$ cat config.mk
export PLATFORM = sky130hd
export DESIGN_NAME = bam_seq
export DESIGN_NICKNAME = d
export VERILOG_FILES = /design/src/rtl/bam_seq.sv
export SDC_FILE = /design/constraint.sdc
export NUM_CORES = 1
export LEC_CHECK = 0
export CAP_MARGIN = 20
export CORE_MARGIN = 2
export CORE_UTILIZATION = 41
export DETAILED_ROUTE_END_ITERATION = 10
export PLACE_DENSITY = 0.77
export SLEW_MARGIN = 15
export SYNTH_ARGS = -nofsm -noshare
export SYNTH_HDL_FRONTEND = slang
export SYNTH_SLANG_ARGS = --single-unit
$ cat constraint.sdc
create_clock -name clk -period 1.9 [get_ports clk]
set_clock_uncertainty 0.2 [all_clocks]
set_input_delay 0.57 -clock clk [delete_from_list [all_inputs] [get_ports clk]]
set_output_delay 0.57 -clock clk [all_outputs]
set_load 0.05 [all_outputs]
$ cat src/rtl/bam_seq.sv
// Instruction sequencer for the bam register-bank/ALU block: accepts R-type ALU ops and
// immediate writes over valid/ready, drives bam controls, and reports retirement status.
module bam_seq #(
  parameter int unsigned SETTLE = 1,
  parameter int unsigned CNT_W  = 16
) (
  input  logic             clk,
  input  logic             rst_n,
  input  logic             instValid,
  input  logic [31:0]      instData,
  output logic             instReady,
  output logic [4:0]       bamRA1,
  output logic [4:0]       bamRA2,
  output logic [4:0]       bamDirB,
  output logic [3:0]       bamSel,
  output logic             bamRegWrite,
  output logic             bamwr,
  output logic [4:0]       bamDir,
  output logic [31:0]      bamDi,
  input  logic [31:0]      bamDoubt,
  input  logic             bamZf,
  output logic             seqDone,
  output logic             seqErr,
  output logic [31:0]      seqResult,
  output logic             seqZero,
  output logic [CNT_W-1:0] seqCount
);

  localparam int unsigned SW = (SETTLE > 1) ? $clog2(SETTLE) : 1;

  typedef enum logic [2:0] {StIdle, StDecode, StExec, StWb, StMemw, StErr} state_e;

  state_e          state_q, state_d;
  logic [SW-1:0]   settle_q, settle_d;
  logic [5:0]      op_q;
  logic [4:0]      rs_q, rt_q;
  logic [15:0]     imm_q;
  logic [4:0]      ra1_q, ra2_q, dirb_q, dir_q;
  logic [3:0]      sel_q;
  logic [31:0]     di_q, result_q;
  logic            zero_q;
  logic [CNT_W-1:0] count_q;

  logic       accept;
  logic       is_alu, is_memw;
  logic [3:0] dec_sel;
  logic [5:0] funct;

  // rd and funct overlap the immediate field, so only imm_q is stored.
  assign funct   = imm_q[5:0];
  assign accept  = (state_q == StIdle) && instValid;
  assign is_memw = (op_q == 6'b101011);

  always_comb begin
    is_alu  = 1'b0;
    dec_sel = 4'b0000;
    if (op_q == 6'b000000) begin
      case (funct)
        6'b100100: begin is_alu = 1'b1; dec_sel = 4'b0000; end
        6'b100101: begin is_alu = 1'b1; dec_sel = 4'b0001; end
        6'b100000: begin is_alu = 1'b1; dec_sel = 4'b0010; end
        6'b100010: begin is_alu = 1'b1; dec_sel = 4'b0110; end
        6'b101010: begin is_alu = 1'b1; dec_sel = 4'b0111; end
        default:   ;
      endcase
    end
  end

  always_ff @(posedge clk or negedge rst_n) begin
    if (!rst_n) begin
      state_q  <= StIdle;
      settle_q <= '0;
    end else begin
      state_q  <= state_d;
      settle_q <= settle_d;
    end
  end

  always_comb begin
    state_d  = state_q;
    settle_d = settle_q;
    unique case (state_q)
      StIdle:   if (accept) state_d = StDecode;
      StDecode: begin
        if (is_alu) begin
          state_d  = StExec;
          settle_d = SW'(SETTLE - 1);
        end else if (is_memw) begin
          state_d = StMemw;
        end else begin
          state_d = StErr;
        end
      end
      StExec: begin
        if (settle_q == '0) state_d = StWb;
        else                settle_d = settle_q - 1'b1;
      end
      StWb, StMemw, StErr: state_d = StIdle;
      default: state_d = StIdle;
    endcase
  end

  always_comb begin
    instReady   = 1'b0;
    bamRegWrite = 1'b0;
    bamwr       = 1'b0;
    seqDone     = 1'b0;
    seqErr      = 1'b0;
    unique case (state_q)
      StIdle: instReady = 1'b1;
      StWb: begin
        bamRegWrite = (dirb_q != 5'd0);  // r0 is never written
        seqDone     = 1'b1;
      end
      StMemw: begin
        bamwr   = 1'b1;
        seqDone = 1'b1;
      end
      StErr:   seqErr = 1'b1;
      default: ;
    endcase
  end

  always_ff @(posedge clk or negedge rst_n) begin
    if (!rst_n) begin
      op_q     <= '0;
      rs_q     <= '0;
      rt_q     <= '0;
      imm_q    <= '0;
      ra1_q    <= '0;
      ra2_q    <= '0;
      dirb_q   <= '0;
      sel_q    <= '0;
      dir_q    <= '0;
      di_q     <= '0;
      result_q <= '0;
      zero_q   <= 1'b0;
      count_q  <= '0;
    end else begin
      if (accept) begin
        op_q  <= instData[31:26];
        rs_q  <= instData[25:21];
        rt_q  <= instData[20:16];
        imm_q <= instData[15:0];
      end
      // Bank controls change only on entry to EXEC or MEMW, so they hold elsewhere.
      if (state_q == StDecode && is_alu) begin
        ra1_q  <= rs_q;
        ra2_q  <= rt_q;
        dirb_q <= imm_q[15:11];
        sel_q  <= dec_sel;
      end
      if (state_q == StDecode && !is_alu && is_memw) begin
        dir_q <= rt_q;
        di_q  <= {16'h0000, imm_q};
      end
      if (state_q == StWb) begin
        result_q <= bamDoubt;
        zero_q   <= bamZf;
        count_q  <= count_q + 1'b1;
      end
      if (state_q == StMemw) begin
        result_q <= di_q;
        count_q  <= count_q + 1'b1;
      end
    end
  end

  assign bamRA1    = ra1_q;
  assign bamRA2    = ra2_q;
  assign bamDirB   = dirb_q;
  assign bamSel    = sel_q;
  assign bamDir    = dir_q;
  assign bamDi     = di_q;
  assign seqResult = result_q;
  assign seqZero   = zero_q;
  assign seqCount  = count_q;

endmodule

==> results.toml, run 1 <==
[run_status]
status = "finished, violations left"
violations = "negative hold slack, negative setup slack"

[drt]
via_count = 3922
drc = 0
drt_iter0_drc = 228
wl_um = 15290
detail_route.wl_per_cell_um = 19.50
vias_per_cell = 5.003
first_pass_iters = 4
ant_nets = 0

[sta]
rsz0062_at_grt = "true"
hold_violations = 2
finalMaxSlewViolations = 0
setup_viol_count_final = 45
fin_crit_sh_pct = 121.2
setup_slack_ps = -403.5
min_period_ps = 2303
max_clock_freq_mhz = 434.1
hold_ws_ps = -10.10

[cells_and_area]
multi_input_area_um2 = 2212
antennaDiodeCount = 0
area.sequential_um2 = 3085
final_common_cell = "dfrtp_1"
fillerInstances = 725
postLayoutCoreUtil_pct = 76.44
nets = 672
fin_area_um2 = 9258
mostFrequentLayoutCells = "dfrtp_1, buf_12, mux2_4, clkdlybuf4s50_1, nand2_1"
drive_gt1_share_pct = 44.16
syn2layout_area_growth_pct = 80.38

[hold_path]
min-delay-path-class = "in2async"

[floorplan]
fp-row-count = 40
initial_utilization_pct = 42.38
die_h_um = 115.9
core-area_um2 = 12110
die-area_um2 = 13430
die-width_um = 115.9
io_pins = 178

[place]
io_buffers = 160
gp_congestion = 0.8114
dp_hpwl_um = 9681
dpl_cell_area_um2 = 8169
pre_cts_ws_ps = -275.8

[logic_synthesis]
synth_top_area_share_pct = 59.97
post_synth_instance_area_um2 = 5132
avgSynthCellArea_um2 = 12.96
synth_flop_cell = "dfrtp_1"
synth_top_cells_by_area = "dfrtp_1, mux2_2, buf_4, nand2_1, a22o_1"
synth.distinct_cells = 43
synth_edf_count = 0
syn_inst = 396
synth_top_cell_by_area = "dfrtp_1"
yosysWarnings = 0
ys_async_sr_fraction_pct = 100.0
ys_seq_area_share_pct = 59.97
synth_seq_cells = 123

[critical_path]
crit_required_ps = 1130
ff2ff_setup_slack_ps = -350
worstPathArrival_ps = 1530
worstSetupEndpoint = "seqDone"
cp_max_fo = 3
r2r-start = "op_q[5]"
rr_endpoint = "bamDirB[2]"
cp-end-kind = "output port"
critPathLaunch = "state_q[1]"
criticalPathCategory = "reg2out"
r2r_cells = 7
cp-start-kind = "flip-flop"

[global_routing]
grtUsageTotal_pct = 23.73
grt_first_pass_wirelength_um = 23690
grt_pass1_vias = 4325
grt_antenna_before_repair = 0
grt_overflow = 0
grt_max_degree = 86

[clock_network]
clock_sinks = 123
cts_max_level = 4
clk_latency_ps = 410
cts_tree = "yes"
clkTransAtPathRegs_ps = 60
cts_max_path_buffers = 2
root_buffer = "clkbuf_16"
cts_made_buffers = 17

[power]
power_leakage_nw = 4.178
pwr_density_cell_nw_per_um2 = 1519
irDropWorstVdd_mv = 0.9930

[flow_run]
cap_viol_max_count = 0
[cell families (layout without fill, tap and decap cells)]
| logic type | count (synthesis) | count (layout) | synth area share [%] |
|---|---|---|---|
| DFF | 123 | 123 | 59.97 |
| and+or+nand+nor | 104 | 104 | 10.39 |
| muxes | 71 | 71 | 15.53 |
| AOI/OAI and AO/OA | 41 | 41 | 6.070 |
| buffers and inverters | 40 | 244 | 5.022 |
| xor gates and xnor gates | 15 | 15 | 2.706 |
| adders and majority gates | 1 | 1 | 0.2437 |
| other | 1 | 17 | 0.07306 |
[cells in the mapped netlist (all sizes together), types with 4 or more instances]
library cell	number
dfrtp	123
mux2	69
nand2	43
buf	30
nor2	22
a31oi	17
a22o	16
xnor2	11
a21oi	6
clkbuf	6
nand3	6
nor3	5
and4	4
inv	4
xor2	4
[registers in the layout, summed over array words and instances, names as in the netlist, 5 cells and up]
signal	count
seqResult	32
bamDi	16
imm_q	16
seqCount	16
op_q	6
bamDirB	5
bamDir	5
bamRA1	5
bamRA2	5
rs_q	5
rt_q	5
[layer usage]
| layer | routed length [um] | GRT usage, % |
|---|---|---|
| met2 | 8043 | 40.82 |
| met3 | 622 | 4.655 |
| met5 | 0 | 0 |
| met1 | 6222 | 28.88 |
| met4 | 398 | 11.11 |
[worst max-delay path: stages, from the launching register on]
cell	delay (ps)
dfrtp_2	410
or3b_4	420
inv_8	80
nor2_4	40
clkinv_4	50
buf_12	120
[repair_timing]
item                                    4_1_cts  5_1_grt
hold buffers                                  0        0
cloned                                        5        2
endpoints found under the setup margin       51       72
setup buffers                                16        4
pin swaps                                    14       12
gates resized for setup                      48       10
[per-stage QoR]
step	std cells	power, mW	hold slack, ps	setup TNS [ps]
floorplan	412	7.384	74.41	-4913
global placement	731	10.16	292.9	-6479
detailed placement	731	10.35	294.1	-9344
CTS	783	13.98	10.60	-7632
global route	784	14.60	24.65	-12580
finish	784	14.07	-10.10	-10370
[cell type report]
class,instances,area share (%)
clock buffers,22,5.230
clock inverters,10,1.243
inverters,4,0.2973
multi-input cells,249,23.90
flip-flops and latches,123,33.33
well taps,168,2.271
repair buffers,208,33.73
[report_power, final]
group          leakage [nW]  switching [mW]  internal, mW
Sequential             1.58           0.927          3.42
Combinational          2.31            3.09          3.41
Clock                 0.288            1.15          2.07
Total                  4.18            5.17          8.89
[how the worst min path moves through the flow]
| stage | startpoint | endpoint | slack, ps | cells past startpoint |
|---|---|---|---|---|
| final | rst_n | rt_q[0] | -10 | 2 |
| after CTS | rst_n | bamRA1[4] | 10 | 2 |
| after detailed placement | imm_q[7] | imm_q[7] | 290 | 1 |
| after floorplan | rst_n | bamDi[0] | 70 | 0 |
| after global placement | imm_q[8] | imm_q[8] | 290 | 1 |
| after global routing | rst_n | bamRA2[0] | 20 | 2 |
Power figures use the tool's default switching activity.
==> run 2, diff against run 1 <==
--- a/config.mk
+++ b/config.mk
@@ -8,9 +8,9 @@
 export CAP_MARGIN = 20
 export CORE_MARGIN = 2
 export CORE_UTILIZATION = 41
+export CTS_CLUSTER_SIZE = 20
 export DETAILED_ROUTE_END_ITERATION = 10
 export PLACE_DENSITY = 0.77
-export SLEW_MARGIN = 15
 export SYNTH_ARGS = -nofsm -noshare
 export SYNTH_HDL_FRONTEND = slang
 export SYNTH_SLANG_ARGS = --single-unit
==> results of run 2 <==
The final DEF is identical to that of run 1; final timing and power are the same.
==> run 3, diff against run 2 <==
--- a/config.mk
+++ b/config.mk
@@ -10,6 +10,7 @@
 export CORE_UTILIZATION = 41
 export CTS_CLUSTER_SIZE = 20
 export DETAILED_ROUTE_END_ITERATION = 10
+export MAX_ROUTING_LAYER = met4
 export PLACE_DENSITY = 0.77
 export SYNTH_ARGS = -nofsm -noshare
 export SYNTH_HDL_FRONTEND = slang
==> run 3 against run 2 <==
Against the previous run:
- the flow still finishes with violations (negative hold slack, negative setup slack)
- sequential cell count did not move
- sequential share of layout area is the same
- first-iteration DRC count rose by 7.5%
- clock-buffer cell count stayed put
- cell count unchanged
- critical path depth stayed put
- non-clock buffer count unchanged
- global-route usage is 0.74 points higher
- maximum frequency shrank 0.15%
- total power rose by 0.10%
- wire length up 0.22%
- via count stayed put
==> results.toml, run 3 (synthesis gave the netlist of run 1 again) <==
[sta]
finalMaxSlewViolations = 0
hold_violations = 7
tns_ps = -10750
max_clock_freq_mhz = 433.5
setup_viol_count_final = 46
setup_slack_ps = -406.8
fin_crit_sh_pct = 121.4
hold_ws_ps = -28.23
rsz0062_at_grt = "true"
min_period_ps = 2307

[drt]
wl_um = 15320
detail_route.wl_per_cell_um = 19.54
drt_iter0_drc = 245
vias_per_cell = 5.003
drc = 0
ant_nets = 0
via_count = 3922
first_pass_iters = 4

[place]
dp_hpwl_um = 9681
io_buffers = 160
gp_congestion = 0.8233
dpl_cell_area_um2 = 8169
pre_cts_ws_ps = -275.8
post-place-cells = 731

[power]
power_leakage_nw = 4.178
irDropWorstVdd_mv = 0.9946
power_mw = 14.08
power_frac_clock_pct = 22.9
pwr_density_cell_nw_per_um2 = 1521
p_switching_mw = 5.185
pwr-share-seq_pct = 30.9
p_comb_share_pct = 46.2
switching_share_pct = 36.83
p_int_mw = 8.895

[run_status]
violations = "negative hold slack, negative setup slack"
status = "finished, violations left"

[cells_and_area]
syn2layout_area_growth_pct = 80.38
largest_register_ffs = 32
drive_gt1_share_pct = 44.16
postLayoutCoreUtil_pct = 76.44
final_common_cell = "dfrtp_1"
final_cells = 784
fillerInstances = 725
antennaDiodeCount = 0
mostFrequentLayoutCells = "dfrtp_1, buf_12, mux2_4, clkdlybuf4s50_1, nand2_1"
fin_area_um2 = 9258
multi_input_area_um2 = 2212
area.sequential_um2 = 3085
nets = 672

[clock_network]
hold_buffers = 0
cts_made_buffers = 17
root_buffer = "clkbuf_16"
cts_max_path_buffers = 2
cts_max_level = 4
cts_tree = "yes"
clkTransAtPathRegs_ps = 60
clk_latency_ps = 410
clock_sinks = 123

[critical_path]
critPathBufInv = 3
criticalPathCategory = "reg2out"
ff2ff_setup_slack_ps = -350
cp_cell_sequence = "or3b_4 -> inv_8 -> nor2_4 -> clkinv_4 -> buf_12"
critPathMaxStageDelay_ps = 420
crit_required_ps = 1130
cp-end-kind = "output port"
worstPathArrival_ps = 1540
critPathTopFamily = "simple AND/OR/NAND/NOR gates"
cp-start-kind = "flip-flop"
cpMaxStageDelayCell = "or3b_4"
cp_max_fo = 3

[flow_run]
cap_viol_max_count = 0

[floorplan]
die_h_um = 115.9
core-area_um2 = 12110
die-area_um2 = 13430
initial_utilization_pct = 42.38
io_pins = 178
die-width_um = 115.9
fp-row-count = 40

[global_routing]
grt_pass1_vias = 4320
grtUsageTotal_pct = 24.47
grt_max_degree = 86
grt_first_pass_wirelength_um = 23710
grt_antenna_before_repair = 0
grt_overflow = 0

[hold_path]
min-delay-path-class = "in2async"
-- run 3: cell counts in the layout (fill, tap and decap cells not counted) --
Identical to the previous run, type by type.
-- run 3: routing by layer --
layer / global-route usage [%] / vias up / routed length (um)
li1: - / 1767 / -
met1: 29.12 / 1984 / 6240
met2: 40.78 / 140 / 7983
met3: 5.126 / 31 / 641
met4: 9.921 / 0 / 453
met5: - / - / 0
-- run 3: final timing paths --
path,endpoint,start,cells past startpoint
worst max-delay path,seqDone,state_q[1],5
worst min-delay path,rt_q[0],rst_n,2
worst max register to register,bamDirB[2],op_q[5],7
worst min register to register,bamDi[10],imm_q[10],1
max in group asynchronous,state_q[0],rst_n,2
min in group clk,bamDi[10],imm_q[10],1
-- run 3: cell type report --
type                            instances  area share (%)
Clock buffer                           22           5.230
Clock inverter                         10           1.243
Inverter                                4          0.2973
Multi-Input combinational cell        249           23.90
Sequential cell                       123           33.33
Tap cell                              168           2.271
Timing Repair Buffer                  208           33.73
-- run 3: timing repair --
action | CTS | global route
endpoints found under the setup margin | 51 | 72
gates cloned | 5 | 2
buffers inserted | 16 | 4
pin swaps | 14 | 12
resized for setup | 48 | 10
-- run 3: power by group through the flow --
| stage | Sequential (mW) | Clock, mW | Combinational, mW |
|---|---|---|---|
| after CTS | 4.32 | 3.26 | 6.39 |
| final | 4.35 | 3.22 | 6.51 |
| after floorplan | 5.38 | 0 | 2.01 |
| after detailed placement | 4.32 | 0 | 6.03 |
| after global routing | 4.45 | 3.38 | 6.77 |
| after global placement | 4.26 | 0 | 5.90 |
